[src/rtl/ram_lsu.sv]
// ram_lsu: load/store sequencer driving a byte-wide, registered-read data RAM.
// One CPU load or store (byte/half/word, little-endian) is split into
// consecutive byte accesses; load bytes are gathered and sign/zero-extended.
module ram_lsu #(
  parameter int AW = 10
) (
  input  logic          clk,
  input  logic          rst_n,
  input  logic          i_req,
  input  logic          i_wr,
  input  logic [AW-1:0] i_addr,
  input  logic [1:0]    i_size,
  input  logic          i_unsigned,
  input  logic [31:0]   i_wdata,
  output logic          o_ready,
  output logic          o_done,
  output logic          o_err,
  output logic [31:0]   o_rdata,
  output logic          o_we,
  output logic [AW-1:0] o_waddr,
  output logic [7:0]    o_wdata,
  output logic [AW-1:0] o_raddr,
  input  logic [7:0]    i_rdata
);

  typedef enum logic [2:0] {IDLE, WR, RD, DRAIN, RESP} state_t;

  state_t        r_state;
  logic [AW-1:0] r_base;
  logic [2:0]    r_nbytes;
  logic [2:0]    r_cnt;
  logic [1:0]    r_size;
  logic          r_unsigned;
  logic [23:0]   r_wshift;
  logic [23:0]   r_rshift;

  logic          w_bad;
  logic [2:0]    w_nbytes;
  logic [AW-1:0] w_next_addr;
  logic [31:0]   w_rfull;
  logic          w_fill;
  logic [31:0]   w_rext;

  // A request is rejected when its size is illegal or it is not naturally aligned.
  assign w_bad = (i_size == 2'd3) ||
                 ((i_size == 2'd1) && i_addr[0]) ||
                 ((i_size == 2'd2) && (i_addr[1:0] != 2'b00));

  assign w_nbytes    = (i_size == 2'd0) ? 3'd1 : (i_size == 2'd1) ? 3'd2 : 3'd4;
  assign w_next_addr = r_base + AW'(r_cnt);

  // Load bytes shift in from the top, so the final byte completes the value here.
  assign w_rfull = {i_rdata, r_rshift};
  assign w_fill  = ~r_unsigned & w_rfull[31];

  // Right-justify the gathered bytes and fill the upper bits from the top byte.
  always_comb begin
    w_rext = w_rfull;
    case (r_size)
      2'd0:    w_rext = {{24{w_fill}}, w_rfull[31:24]};
      2'd1:    w_rext = {{16{w_fill}}, w_rfull[31:16]};
      default: w_rext = w_rfull;
    endcase
  end

  // Transaction sequencer: accept, walk the bytes, then pulse the response.
  always_ff @(posedge clk or negedge rst_n) begin
    if (!rst_n) begin
      r_state    <= IDLE;
      r_base     <= '0;
      r_nbytes   <= 3'd0;
      r_cnt      <= 3'd0;
      r_size     <= 2'd0;
      r_unsigned <= 1'b0;
      r_wshift   <= '0;
      r_rshift   <= '0;
      o_ready    <= 1'b1;
      o_done     <= 1'b0;
      o_err      <= 1'b0;
      o_rdata    <= '0;
      o_we       <= 1'b0;
      o_waddr    <= '0;
      o_wdata    <= '0;
      o_raddr    <= '0;
    end else begin
      o_done <= 1'b0;
      o_err  <= 1'b0;
      case (r_state)
        IDLE, RESP: begin
          r_state <= IDLE;
          o_ready <= 1'b1;
          if (i_req) begin
            r_base     <= i_addr;
            r_size     <= i_size;
            r_unsigned <= i_unsigned;
            r_nbytes   <= w_nbytes;
            r_cnt      <= 3'd1;
            if (w_bad) begin
              r_state <= RESP;
              o_done  <= 1'b1;
              o_err   <= 1'b1;
            end else if (i_wr) begin
              r_state  <= WR;
              o_ready  <= 1'b0;
              o_we     <= 1'b1;
              o_waddr  <= i_addr;
              o_wdata  <= i_wdata[7:0];
              r_wshift <= i_wdata[31:8];
            end else begin
              r_state <= RD;
              o_ready <= 1'b0;
              o_raddr <= i_addr;
            end
          end
        end
        WR: begin
          if (r_cnt == r_nbytes) begin
            r_state <= RESP;
            o_ready <= 1'b1;
            o_done  <= 1'b1;
            o_we    <= 1'b0;
            o_waddr <= '0;
            o_wdata <= '0;
          end else begin
            o_waddr  <= w_next_addr;
            o_wdata  <= r_wshift[7:0];
            r_wshift <= {8'h00, r_wshift[23:8]};
            r_cnt    <= r_cnt + 3'd1;
          end
        end
        RD: begin
          if (r_cnt != 3'd1) begin
            r_rshift <= {i_rdata, r_rshift[23:8]};
          end
          if (r_cnt == r_nbytes) begin
            r_state <= DRAIN;
            o_raddr <= '0;
          end else begin
            o_raddr <= w_next_addr;
            r_cnt   <= r_cnt + 3'd1;
          end
        end
        DRAIN: begin
          r_state <= RESP;
          o_ready <= 1'b1;
          o_done  <= 1'b1;
          o_rdata <= w_rext;
        end
        default: r_state <= IDLE;
      endcase
    end
  end

endmodule
[config.mk]
export PLATFORM = sky130hd
export DESIGN_NAME = ram_lsu
export DESIGN_NICKNAME = d
export VERILOG_FILES = /design/src/rtl/ram_lsu.sv
export SDC_FILE = /design/constraint.sdc
export NUM_CORES = 1
export LEC_CHECK = 0
export CORE_ASPECT_RATIO = 1.2
export CORE_MARGIN = 4
export CORE_UTILIZATION = 56
export DETAILED_ROUTE_END_ITERATION = 16
export HOLD_SLACK_MARGIN = 0.1
export PLACE_DENSITY = 0.95
export SETUP_SLACK_MARGIN = 0.2
export SYNTH_ARGS = -nofsm -noshare
export SYNTH_HDL_FRONTEND = slang
export SYNTH_SLANG_ARGS = --single-unit
[constraint.sdc]
create_clock -name clk -period 4.35 [get_ports clk]
set_input_delay 0.6525 -clock clk [delete_from_list [all_inputs] [get_ports clk]]
set_output_delay 0.6525 -clock clk [all_outputs]
set_load 0.02 [all_outputs]
After elaboration in Yosys (flattened, before gate mapping)
Index checks and enable logic that the tools add are counted.
Widths: inputs -> output; s select.
{"block": "op_classes", "add_sub_neg": 2, "n_eq_ne": 18, "mux": 44, "bitwise": 2, "n_reduce_logical": 23}
{"op": "$mux 24", "n": 4}
{"op": "$mux 10", "n": 7}
{"op": "$pmux 32 s2", "n": 1}
{"op": "$pmux 24 s2", "n": 1}
{"op": "$pmux 10 s2", "n": 2}
{"op": "$mux 8", "n": 4}
{"op": "$mux 3", "n": 8}
{"op": "$ne 2x2->1 const B", "n": 8}
{"op": "$pmux 8 s2", "n": 1}
{"op": "$pmux 3 s4", "n": 1}
{"op": "$add 10x3->10", "n": 1}
{"op": "$mux 1", "n": 10}
{"op": "$reduce_and 5->1", "n": 2}
{"op": "$reduce_and 2->1", "n": 4}
{"op": "$reduce_and 4->1", "n": 2}
{"op": "$reduce_bool 2->1", "n": 4}
{"op": "$eq 3x2->1 const B", "n": 2}
{"op": "$pmux 1 s3", "n": 2}
{"op": "$pmux 3 s2", "n": 1}
{"op": "$eq 2x1->1 const B", "n": 2}
{"op": "$eq 2x2->1 const B", "n": 2}
{"op": "$logic_not 2->1", "n": 2}
{"op": "$reduce_or 2->1", "n": 2}
{"op": "$add 3x1->3 const B", "n": 1}
{"op": "13 further kinds", "n": 15}
{"block": "word_totals", "regBits": 134, "elab_cells": 105}

Depth between registers and ports, before layout
{"block": "depth", "depth_word": 7, "depth_mapped": 7, "ltp_nobuf": 6}

Least setup slack after synthesis
OpenSTA, ideal clock, no wires.
{"block": "synth_timing", "path_kind": "input-to-reg", "from": "input port i_size[0]", "to": "register o_raddr[4]", "setup_time_ns": 0.126, "t_arrival_ns": 1.774, "setup_slack_ns": 2.450, "cell_stages": 4, "path_buffers": 0, "cell_sequence": "or3_1 a211oi_4 nor2_1 a221o_1"}
{"block": "synth_between", "elab_chain_len": 6, "elab_cells_between_ends": 9}
{"item": "from (decl)", "line_no": "12", "text": "input logic [1:0] i_size,"}
{"item": "$eq 2x1->1", "line_no": "46", "text": "((i_size == 2'd1) && i_addr[0]) ||"}
{"item": "$logic_and 1x1->1", "line_no": "46"}
{"item": "$logic_or 1x1->1", "line_no": "45", "text": "assign w_bad = (i_size == 2'd3) ||"}
{"item": "$logic_or 1x1->1 *", "line_no": "46"}
{"item": "$ne 2x2->1 (no source line) *"}
{"item": "$reduce_and 4->1 (no source line) *"}
{"item": "to (signal assigned)", "line_no": "112", "text": "o_raddr <= i_addr;"}
{"item": "to (signal assigned)", "line_no": "139", "text": "o_raddr <= w_next_addr;"}
{"item": "to (decl)", "line_no": "22", "text": "output logic [AW-1:0] o_raddr,"}
Every way passes the cells marked *; elsewhere a longest branch is shown, timed or not.
A chain may end at the register's enable or synchronous reset.

Worst setup path after layout
{"block": "layout_timing", "from": "input port i_addr[0]", "to": "register o_wdata[6]"}
{"block": "layout_between", "elab_chain_len": 5, "elab_cells_between_ends": 7}
{"item": "from (decl)", "line_no": "11", "text": "input logic [AW-1:0] i_addr,"}
{"item": "$reduce_bool 2->1 / $logic_and 1x1->1 (equally long branches)", "line_no": "47, 46"}
{"item": "$logic_and 1x1->1 / $logic_or 1x1->1 (equally long branches)", "line_no": "47, 45"}
{"item": "$logic_or 1x1->1 *", "line_no": "46"}
{"item": "$ne 2x2->1 (no source line) *"}
{"item": "$reduce_and 4->1 (no source line) *"}
{"item": "to (signal assigned)", "line_no": "107", "text": "o_wdata <= i_wdata[7:0];"}
{"item": "to (signal assigned)", "line_no": "126", "text": "o_wdata <= r_wshift[7:0];"}
{"item": "to (decl)", "line_no": "21", "text": "output logic [7:0] o_wdata,"}
Marked as above.

==> results.yml <==
global_route:
  grt_overflow: 0
  grt_pass1_wl_um: 27800
  grt_antenna_before_repair: 0
  groute.usage.overall_pct: 28.7
  grt_pass1_vias: 5579
  grt_max_degree: 67
setup_path:
  reg2reg_setup_slack_ps: 1930
  r2r-start: "r_state[1]"
  critPathCaptureType: "register"
  endpoint: "o_wdata[6]"
  cp-start-kind: "input pin"
  worstPathRequired_ps: 4640
  reg2regPathDepth: 6
  critPathKind: "in2reg"
  crit_arrival_ps: 3160
  worstSetupStartpoint: "i_addr[0]"
  r2r-end: "o_wdata[3]"
  worstPathMaxFanout: 26
placement:
  dp_cells: 795
  numPortBuffers: 120
  place.gp.congestion: 0.919
  dp_hpwl_um: 11300
floorplan:
  initial_core_util_pct: 57.8
  die_x_um: 103
  std_cell_rows: 41
  die_y_um: 122
  ioPinCount: 121
  dieArea_um2: 12600
  core_area_um2: 10600
detailed_routing:
  wl_per_cell_um: 20.9
  drc: 0
  finalWirelength_um: 17300
  ant_nets: 0
  vias_per_cell: 6.33
  drt_iter0_drc: 470
  dr.pass1.iters: 5
  routed-via-count: 5237
logic_synthesis:
  synth.area.top_cells: "dfrtp_1 54%, nand2_1 5.8%, mux2_2 4.6%"
  synth-async-reset-ratio_pct: 100
  syn_inst: 576
  synthTopCellsByCount: "133 x dfrtp_1, 95 x nand2_1, 48 x o21ai_0"
  ys_seq_elements: 134
  netlist.top_cell.by_area: "dfrtp_1"
  synth_top_area_share_pct: 54.5
  ys_types: 52
  ys.flop_type: "dfrtp_1"
  syn_nets: 639
  synth_edf_count: 0
  synth_warnings: 0
  ys_seq_area_share_pct: 54.9
  synth.avg_cell_area_um2: 10.6
  netlist_area_um2: 6110
  synth_most_common_cell: "dfrtp_1"
cts:
  cts_setup_buffers: 0
  htree_levels: 4
  hold_buffers: 0
  clock_latency_ps: 420
  cts_sinks: 134
  ctsLongestPathBuffers: 2
  ctsResizeCount: 0
  clk_pin_slew_worst_paths_ps: 60
  tritoncts: "done"
  clock-root-buffer: "clkbuf_16"
  cts_made_buffers: 17
sta:
  final.period_utilization_pct: 66.0
  setup_tns_ps: 0
  rsz0062_at_grt: "no"
  period_needed_ps: 2870
  relSlewSlack_pct: 18.1
  finClkSkew_ps: 8.15
  finalHoldViolCount: 0
  tightest_slew_ps: 1230
  finalMaxSlewViolations: 0
  setup_violations: 0
  fmax_mhz: 348
layout:
  syn2layout_area_growth_pct: 31.8
  nFillCells: 624
  drive_gt1_share_pct: 11.3
  antenna_cells: 0
  fin_cells: 827
  nNetsFinal: 748
  multi_input_area_um2: 2550
  finish.utilization_pct: 76.2
  regArea_um2: 3350
worst_hold_path:
  holdCritPathClass: "in2async"
job:
  cap_violations: 0
pwr:
  powerDensity_nw_per_um2: 847
  cellLeakagePower_nw: 3.51
  max-vdd-ir-drop_mv: 0.462
run_status:
  outcome: "finished clean"
[kinds of logic (layout without fill, tap and decap cells)]
kind of cell,count (synthesis),count (layout),share of synthesized area [%]
AOI/OAI and AO/OA,160,160,17.0
DFF,134,134,54.9
xor gates and xnor gates,12,12,1.72
adders and majority gates,6,6,1.35
buffers and inverters,48,170,3.52
and+or+nand+nor,163,163,12.3
muxes,53,53,9.20
[placed cells by master (no fill, tap or decap), types with 2 or more instances in the layout]
cell	netlist	final
clkinvlp_4	0	3
clkbuf_8	0	2
clkbuf_1	28	2
xor2_1	4	4
clkdlybuf4s50_1	0	119
nand3b_1	2	2
buf_4	1	11
a32oi_1	2	2
or3_1	3	3
dfrtp_1	133	133
a31oi_1	4	4
a211oi_1	6	6
nor3b_2	3	2
mux2_2	25	25
o21ai_1	17	17
o221ai_1	6	6
nand3_1	34	34
a221oi_1	7	7
o21ai_0	48	48
or3b_1	2	2
nor3_1	3	3
mux2i_1	28	28
nor2_1	12	12
nand2_1	95	95
nor3b_4	1	2
bufinv_16	0	6
o211ai_1	6	6
xnor2_1	8	8
clkbuf_16	0	17
or2_2	2	2
a21oi_1	32	32
a221o_1	4	4
inv_1	8	8
nor2b_1	2	2
ha_1	5	5
a2bb2oi_1	8	8
a22o_1	8	8
[worst min-delay path by stage]
stage | startpoint | endpoint | slack [ps] | cells after the start
finish | rst_n | o_rdata[3] | 330 | 1
global route | rst_n | o_rdata[8] | 400 | 1
CTS | rst_n | o_rdata[3] | 350 | 1
detailed placement | o_rdata[11] | o_rdata[11] | 470 | 2
global placement | o_rdata[4] | o_rdata[4] | 460 | 2
floorplan | rst_n | o_done | 360 | 0
[critical path, cell delays in order]
cell and delay (ps):
clkdlybuf4s50_1 640, a21oi_1 160, o211ai_1 820, buf_4 410, nand2_1 240, a2bb2oi_1 240
[layer usage]
| metal | global-route usage (%) | up-vias | wire length [um] | share of wire, % |
|---|---|---|---|---|
| met1 | 34.3 | 2544 | 6210 | 36 |
| met5 | 0 | - | 0 | 0 |
| met3 | 7.05 | 65 | 1560 | 9.0 |
| met4 | 12.5 | 0 | 572 | 3.3 |
| met2 | 49.0 | 348 | 8930 | 52 |
| li1 | - | 2280 | - | - |
[where the power goes]
| group | switching, mW | internal [mW] | leakage [nW] |
|---|---|---|---|
| clock network | 0.547 | 1.11 | 0.320 |
| logic | 1.54 | 1.25 | 1.55 |
| registers | 0.510 | 1.85 | 1.64 |
[through the flow]
stage	setup slack [ps]	cell area, um^2	hold WS, ps	power, mW
after global placement	1430	7370	462	4.91
after global routing	1440	8050	400	7.15
after floorplan	2450	6110	357	3.94
final	1480	8050	335	6.82
after CTS	1610	8050	354	6.79
after detailed placement	1230	7370	470	5.08
[sequential cells by signal, indices dropped and copies added, names as in the netlist]
name,count
o_done,1
o_err,1
o_raddr,10
o_rdata,32
o_ready,1
o_waddr,10
o_wdata,8
o_we,1
r_base,10
r_cnt,3
r_nbytes,3
r_rshift,24
r_size,2
r_state,3
r_unsigned,1
r_wshift,24
[layout make-up]
type,count,share of cell area (%)
Clock buffer,21,5.72
Timing Repair Buffer,130,15.8
Multi-Input combinational cell,394,31.7
Clock inverter,11,2.74
Sequential cell,134,41.7
Inverter,8,0.373
Tap cell,129,2.01
Note: power is estimated with default switching activity, not from simulation.
